File: config.mk
export PLATFORM = sky130hd
export DESIGN_NAME = hash_rs
export DESIGN_NICKNAME = d
export VERILOG_FILES = /design/src/rtl/hash_rs.sv
export SDC_FILE = /design/constraint.sdc
export NUM_CORES = 1
export LEC_CHECK = 0
export ABC_AREA = 0
export BUFFER_PORTS_ARGS = -buffer_cell sky130_fd_sc_hd__buf_2
export CORE_ASPECT_RATIO = 1.75
export CORE_MARGIN = 2
export CORE_UTILIZATION = 60
export DETAILED_ROUTE_END_ITERATION = 6
export PLACE_DENSITY = 0.8
export SETUP_SLACK_MARGIN = 0.05
export SYNTH_ARGS = -nofsm -noshare
export SYNTH_HDL_FRONTEND = slang
export SYNTH_SLANG_ARGS = --single-unit
export TNS_END_PERCENT = 1
File: constraint.sdc
create_clock -name clk -period 4.8 [get_ports clk]
set_input_delay 0.48 -clock clk [delete_from_list [all_inputs] [get_ports clk]]
set_output_delay 0.48 -clock clk [all_outputs]
set_load 0.01 [all_outputs]
File: src/rtl/hash_rs.sv
// hash_rs: reservation station on the issuing side of a hashfu-style FU.
// Entries live in a compacting queue (entry 0 is the oldest) and snoop the CDB
// to resolve source tags. The oldest fully-ready entry is issued as a one-cycle
// input_transmit strobe, always followed by at least one idle cycle.
// Optional feature macro: RS_WAKEUP_ISSUE_EN (an entry woken by this cycle's
// CDB broadcast may be selected in the same cycle, using cdb_val directly).
module hash_rs #(
    parameter int DEPTH  = 4,
    parameter int DATA_W = 8,
    parameter int TAG_W  = 4
) (
    input  logic                         clk,
    input  logic                         rst,
    input  logic                         flush,
    input  logic                         disp_valid,
    output logic                         disp_ready,
    input  logic [7:0]                   disp_operand,
    input  logic [1:0]                   disp_src_rdy,
    input  logic [1:0][TAG_W-1:0]        disp_src_tag,
    input  logic [1:0][DATA_W-1:0]       disp_src_val,
    input  logic [7:0]                   disp_wbs,
    input  logic [7:0]                   disp_flags,
    input  logic [TAG_W-1:0]             disp_robid,
    input  logic                         cdb_valid,
    input  logic [TAG_W-1:0]             cdb_id,
    input  logic [DATA_W-1:0]            cdb_val,
    input  logic                         fu_busy,
    output logic                         input_transmit,
    output logic [7:0]                   operand,
    output logic [1:0][DATA_W-1:0]       depvals,
    output logic [7:0]                   wbs,
    output logic [7:0]                   flags,
    output logic [TAG_W-1:0]             robid,
    output logic [$clog2(DEPTH+1)-1:0]   count
);
    localparam int CW = $clog2(DEPTH + 1);

    typedef struct packed {
        logic [7:0]             op;
        logic [1:0]             rdy;
        logic [1:0][TAG_W-1:0]  tag;
        logic [1:0][DATA_W-1:0] val;
        logic [7:0]             wbs;
        logic [7:0]             flags;
        logic [TAG_W-1:0]       robid;
    } entry_t;

    // Resolve any waiting source of an entry whose tag matches the broadcast.
    function automatic entry_t wake(input entry_t e, input logic v,
                                    input logic [TAG_W-1:0] id,
                                    input logic [DATA_W-1:0] d);
        entry_t r;
        r = e;
        for (int s = 0; s < 2; s++) begin
            if (v && !e.rdy[s] && (e.tag[s] == id)) begin
                r.rdy[s] = 1'b1;
                r.val[s] = d;
            end else begin
                r.rdy[s] = e.rdy[s];
            end
        end
        return r;
    endfunction

    entry_t                 r_q [DEPTH];
    logic [CW-1:0]          r_count;
    logic                   r_xmit;
    logic [7:0]             r_operand;
    logic [1:0][DATA_W-1:0] r_depvals;
    logic [7:0]             r_wbs;
    logic [7:0]             r_flags;
    logic [TAG_W-1:0]       r_robid;

    entry_t                 w_ext [DEPTH+1];
    entry_t                 w_disp_raw;
    entry_t                 w_disp;
    entry_t                 w_next [DEPTH];
    logic [DEPTH-1:0]       w_cand;
    logic                   w_found;
    logic [CW-1:0]          w_sel;
    logic [7:0]             w_sel_op;
    logic [1:0][DATA_W-1:0] w_sel_dep;
    logic [7:0]             w_sel_wbs;
    logic [7:0]             w_sel_flags;
    logic [TAG_W-1:0]       w_sel_robid;
    logic                   w_issue;
    logic                   w_disp_fire;
    logic [CW-1:0]          w_base;
    logic [CW-1:0]          w_count_next;

    assign disp_ready     = (r_count < CW'(DEPTH));
    assign input_transmit = r_xmit;
    assign operand        = r_operand;
    assign depvals        = r_depvals;
    assign wbs            = r_wbs;
    assign flags          = r_flags;
    assign robid          = r_robid;
    assign count          = r_count;

    // Apply this cycle's CDB broadcast to stored entries and to the incoming dispatch
    always_comb begin
        for (int i = 0; i < DEPTH; i++) begin
            w_ext[i] = wake(r_q[i], cdb_valid, cdb_id, cdb_val);
        end
        w_ext[DEPTH]     = '0;
        w_disp_raw       = '0;
        w_disp_raw.op    = disp_operand;
        w_disp_raw.rdy   = disp_src_rdy;
        w_disp_raw.tag   = disp_src_tag;
        w_disp_raw.val   = disp_src_val;
        w_disp_raw.wbs   = disp_wbs;
        w_disp_raw.flags = disp_flags;
        w_disp_raw.robid = disp_robid;
        w_disp           = wake(w_disp_raw, cdb_valid, cdb_id, cdb_val);
    end

    // Pick the oldest ready entry and decide whether it issues this cycle
    always_comb begin
        w_cand      = '0;
        w_found     = 1'b0;
        w_sel       = '0;
        w_sel_op    = '0;
        w_sel_dep   = '0;
        w_sel_wbs   = '0;
        w_sel_flags = '0;
        w_sel_robid = '0;
        for (int i = 0; i < DEPTH; i++) begin
            if (i < 32'(r_count)) begin
`ifdef RS_WAKEUP_ISSUE_EN
                w_cand[i] = &w_ext[i].rdy;
`else
                w_cand[i] = &r_q[i].rdy;
`endif
            end else begin
                w_cand[i] = 1'b0;
            end
        end
        for (int i = DEPTH - 1; i >= 0; i--) begin
            if (w_cand[i]) begin
                w_found     = 1'b1;
                w_sel       = CW'(i);
                w_sel_op    = w_ext[i].op;
                w_sel_dep   = w_ext[i].val;
                w_sel_wbs   = w_ext[i].wbs;
                w_sel_flags = w_ext[i].flags;
                w_sel_robid = w_ext[i].robid;
            end else begin
                w_found = w_found;
            end
        end
        w_issue     = ~fu_busy & w_found & ~r_xmit;
        w_disp_fire = disp_valid & disp_ready;
    end

    // Compact the queue around the issued slot and append the dispatch at the new tail
    always_comb begin
        w_base       = r_count - {{(CW-1){1'b0}}, w_issue};
        w_count_next = w_base + {{(CW-1){1'b0}}, w_disp_fire};
        for (int j = 0; j < DEPTH; j++) begin
            if (w_disp_fire && (CW'(j) == w_base)) begin
                w_next[j] = w_disp;
            end else if (CW'(j) < w_base) begin
                w_next[j] = (w_issue && (CW'(j) >= w_sel)) ? w_ext[j+1] : w_ext[j];
            end else begin
                w_next[j] = '0;
            end
        end
    end

    // Queue storage and occupancy; reset and flush discard every entry
    always_ff @(posedge clk) begin
        if (rst || flush) begin
            for (int i = 0; i < DEPTH; i++) begin
                r_q[i] <= '0;
            end
            r_count <= '0;
        end else begin
            for (int i = 0; i < DEPTH; i++) begin
                r_q[i] <= w_next[i];
            end
            r_count <= w_count_next;
        end
    end

    // Issue strobe and issued fields; fields hold their value between strobes
    always_ff @(posedge clk) begin
        if (rst || flush) begin
            r_xmit    <= 1'b0;
            r_operand <= '0;
            r_depvals <= '0;
            r_wbs     <= '0;
            r_flags   <= '0;
            r_robid   <= '0;
        end else begin
            r_xmit <= w_issue;
            if (w_issue) begin
                r_operand <= w_sel_op;
                r_depvals <= w_sel_dep;
                r_wbs     <= w_sel_wbs;
                r_flags   <= w_sel_flags;
                r_robid   <= w_sel_robid;
            end
        end
    end
endmodule

Word level (Yosys, flattened, before mapping)
Memories as Yosys holds them, arrays and structs flattened.
Cells that the tools add are included.

operators by class
  $lt $le $gt $ge = 13
  reduce and logical (&&, ||, !) cells = 44
  $add $sub $neg = 2
  mux-type cells = 71
  eq/ne operators = 13
  bitwise operators = 9

operators with widths
  kind                                                              number
  2-to-1 mux 54 bit                                                 16
  2-to-1 mux 8 bit                                                  22
  2-to-1 mux 16 bit                                                 4
  equality test 4 bit                                               10
  logical AND 1 bit                                                 28
  2-to-1 mux 1 bit                                                  21
  2-to-1 mux 4 bit                                                  4
  less-than comparator 1 x 3 -> 1 bit, first input constant         4
  less-than comparator 2 x 3 -> 1 bit, first input constant         4
  logical NOT 1 bit                                                 10
  2-to-1 mux 3 bit                                                  3
  AND reduction 2 bit                                               4
  equality test 2 x 3 -> 1 bit, first input constant                2
  greater-or-equal comparator 1 x 3 -> 1 bit, first input constant  2
  greater-or-equal comparator 2 x 3 -> 1 bit, first input constant  2
  bitwise OR 1 bit                                                  4
  adder 3 x 1 -> 3 bit                                              1
  bitwise AND 1 bit                                                 3
  equality test 1 x 3 -> 1 bit, first input constant                1
  logical NOT 3 bit                                                 1
  less-than comparator 3 bit, second input constant                 1
  subtractor 3 x 1 -> 3 bit                                         1
  2-to-1 mux 2 bit                                                  1
  inverter 1 bit                                                    2
  logical OR 1 bit                                                  1

storage, ports and cells
  bits in registers = 48
  output and inout port bits = 49
  memory bits (writable) = 216
  memories = 1
  logic and storage cells = 161
  bits of input ports = 72

memories
  name  words  bits a word  read ports  clocked after Yosys merged registers in  wr ports  line  source
  r_q   4      54           4           0                                        4         65    entry_t r_q [DEPTH];

Logic depth before layout (Yosys ltp)
An unclocked memory read counts as a cell.

  word-level depth = 14
  mapped depth = 18
  gate-level depth less buffers = 12

Worst setup path after synthesis
Ideal clock, no wire load.

  path kind = reg-to-reg
  start point = reg r_count[2], in the netlist count[2]
  end point = mem r_q[3][43] (netlist name)
  clock period less this slack = 3.841 ns
  slack = 0.959 ns
  cell stages (with the launch flop) = 17
  buffers on the path = 7
  data required time = 4.735 ns
  setup time = 0.065 ns
  arrival = 3.776 ns
  cells stage by stage = dfxtp_1 buf_4 a21o_1 nor2b_1 buf_4 o31ai_4 inv_2 buf_2 buf_2 buf_1 ha_1 ha_1 clkbuf_1 nor4_1 clkbuf_1 a22oi_1 nor2_1

RTL lines
  item                      line  source
  start: declaration        66    logic [CW-1:0] r_count;
  start signal: assignment  181   r_count <= w_count_next;
  end: declaration          65

==> impl_metrics.json <==
{
  "cts_buffers": 24,
  "antenna_found_initial": 1,
  "cts_root_buf": "clkbuf_16",
  "drtPass1Iterations": 7,
  "drc": 2,
  "power.total_w": 0.00458,
  "vias": 13102,
  "yosys_warnings": 0,
  "dp_hpwl_mm": 26.0,
  "yosysSeqAreaShare": 0.407,
  "arrival_ns": 4.95,
  "layout-drive-gt1-share": 0.151,
  "synth.avg_cell_area_um2": 8.46,
  "max_slew_margin": 0.209,
  "finalSetupTns_ns": 0,
  "post_cts_buffers": 0,
  "hold_violations": 0,
  "grt_usage": 0.365,
  "htree_levels": 1,
  "worstSetupEndpointType": "register",
  "fp.coreArea_mm2": 0.0214,
  "crit_chain": "o311ai_4 > nand2_2 > o31ai_4 > inv_2 > ha_1 > ha_1 > xnor2_1 > and2_1 > nand3_1 > o22ai_1 > o21a_1",
  "finalSetupViolations": 0,
  "hp-class": "primary input to register",
  "place_inst": 1816,
  "syn_to_final_growth_pct": 11.3,
  "routed_via_density": 7.06,
  "port_buffers": 120,
  "peakVddDrop_uv": 357,
  "synth_fp_nets": 1610,
  "cpMostUsedCell": "ha_1",
  "path_max_fanout": 18,
  "synth_edf_count": 0,
  "max_freq_mhz": 223,
  "start_util": 0.607,
  "grt_pass1_wl_mm": 66.3,
  "power.share.combinational": 0.069,
  "holdWs_ns": 0.259,
  "cp_slowest_cell": "nand3_1",
  "status": "finished with violations",
  "period_needed_ns": 4.48,
  "gp_congestion": 0.892,
  "fp.dieH_um": 199,
  "ctsLongestPathBuffers": 3,
  "internal-power_w": 0.00349,
  "nNetsFinal": 1625,
  "slowest_delay_ns": 0.76,
  "ctsHoldBuffers": 0,
  "synth_top_flop_cell": "dfxtp_1",
  "drv_slew": 0,
  "worstHoldPathCells": 3,
  "cts_sinks": 264,
  "switching_share": 0.237,
  "post_drt_wl_per_cell_um": 23.1,
  "synth_async_sr_flop_share": 0,
  "violations": "DRC",
  "final_cell_mix": "264 x dfxtp_1, 196 x nor2_1, 123 x nor3_1, 120 x buf_2, 108 x a221oi_1",
  "io_pins": 121,
  "p_per_area_mw_per_mm2": 317,
  "final_cells": 1857,
  "crit_type": "register to register",
  "synth_area_mm2": 0.0130,
  "grt_max_degree": 105,
  "drt-total-wl_mm": 42.9,
  "grt_setup_unrepaired": "false",
  "grt_pass1_vias": 12583,
  "cp.required_ns": 5.27,
  "fp.dieArea_mm2": 0.0229,
  "synthCells": 1535,
  "power_frac_clock": 0.443,
  "power_switching_w": 0.00109,
  "cts_tree": "built",
  "mostFrequentLayoutCell": "dfxtp_1",
  "fillCellCount": 1803,
  "n_antenna_cell": 0,
  "ys_ff_latch": 264,
  "tightest_slew_ns": 1.18,
  "period_share": 0.933,
  "cellLeakagePower_nw": 5.59,
  "cts.repair.resized": 0,
  "antenna_left": 0,
  "drv_cap": 0,
  "synth_cell_type_count": 58,
  "cp-start-kind": "register",
  "reg2regPathDepth": 11,
  "p_seq_frac": 0.488,
  "grt-ovfl-total": 0,
  "path_clk_slew_ns": 0.07,
  "skew_ns": 0.0114,
  "drtIter0Drc": 1442,
  "clock_latency_ns": 0.53,
  "die_x_um": 115,
  "fp-row-count": 71
}
-- cell families after synthesis --
logic type | count (synthesis) | share of synthesized area
AOI/OAI and AO/OA | 470 | 0.265
xor gates and xnor gates | 31 | 0.0209
adders and majority gates | 3 | 0.00289
buffers and inverters | 176 | 0.0542
DFF | 264 | 0.407
muxes | 96 | 0.0763
and+or+nand+nor | 495 | 0.174
-- per-stage QoR --
| step | utilization | cell area (um^2) | worst slack [ns] |
|---|---|---|---|
| 2_1_floorplan | - | 13000 | 0.959 |
| 3_3_place_gp | 0.638 | 13600 | 0.688 |
| 3_5_place_dp | 0.638 | 13600 | 0.507 |
| 4_1_cts | 0.676 | 14500 | 0.451 |
| 5_1_grt | 0.676 | 14500 | 0.155 |
| 6_report | 0.676 | 14500 | 0.324 |
-- synth_stat cells (8+ instances only) --
master / number / area, um^2
o21a_1: 18 / 135
a221oi_1: 108 / 946
mux2_2: 24 / 270
nand3_1: 8 / 40.0
clkbuf_1: 122 / 458
o32ai_1: 8 / 70.1
o22a_1: 16 / 140
a22oi_1: 37 / 278
o221ai_1: 18 / 158
nor3_1: 123 / 616
a222oi_1: 9 / 90.1
mux2i_1: 72 / 721
xor2_1: 17 / 149
inv_1: 14 / 52.6
or3_1: 15 / 93.8
buf_1: 12 / 45.0
o21ai_0: 35 / 175
buf_2: 20 / 100
nor2_1: 199 / 747
nor2b_1: 16 / 100
a21oi_1: 100 / 500
a211oi_1: 12 / 90.1
a311oi_1: 36 / 315
dfxtp_1: 264 / 5290
and3_1: 8 / 50.1
xnor2_1: 14 / 123
o22ai_1: 42 / 263
nand2_1: 94 / 353
-- sequential cells by signal, summed over array words and instances, names as in the netlist --
name	cells
r_q	216
count	3
operand	8
flags	8
wbs	8
robid	4
depvals	16
input_transmit	1
-- layout make-up --
class                           instances  area (um^2)  area share
Timing Repair Buffer                  147          828      0.0573
Tap cell                              292          365      0.0253
Inverter                               18         67.6     0.00467
Clock buffer                           34          699      0.0484
Sequential cell                       264         5290       0.365
Multi-Input combinational cell       1095         7100       0.491
Clock inverter                          7          115     0.00796
-- routing by layer --
metal  track usage  vias to the layer above  part of all wire
li1              -                     5796                 -
met1         0.411                     6239              0.35
met2         0.613                      833              0.49
met3        0.0606                      234             0.088
met4         0.266                        0             0.073
met5             0                        -                 0
-- critical path: cells and delay by family (launching register included) --
| kind | cells | cell delay, ns |
|---|---|---|
| DFF | 1 | 0.43 |
| and+or+nand+nor | 3 | 1.35 |
| buffers and inverters | 1 | 0.06 |
| adders and majority gates | 2 | 0.44 |
| AOI/OAI and AO/OA | 4 | 1.55 |
| xor gates and xnor gates | 1 | 0.59 |
-- power by group through the flow --
stage	Combinational (W)	Sequential, W	Clock (W)
floorplan	0.000194	0.00228	0
global placement	0.000299	0.00228	0
detailed placement	0.000306	0.00228	0
CTS	0.000308	0.00223	0.00203
global route	0.000338	0.00223	0.00212
finish	0.000317	0.00223	0.00203
-- path summary, 6_finish.rpt --
check                           from                      end  slack, ns
max reg2reg      count[2]$_SDFF_PP0_    r_q[1][34]$_SDFF_PP0_       0.32
min reg2reg  depvals[8]$_SDFFE_PP0P_  depvals[8]$_SDFFE_PP0P_       0.46
min                    disp_robid[2]   r_q[3][2]$_SDFFE_PP0P_       0.26
max              count[2]$_SDFF_PP0_    r_q[1][34]$_SDFF_PP0_       0.32
Note: power is estimated with default switching activity, not from simulation.
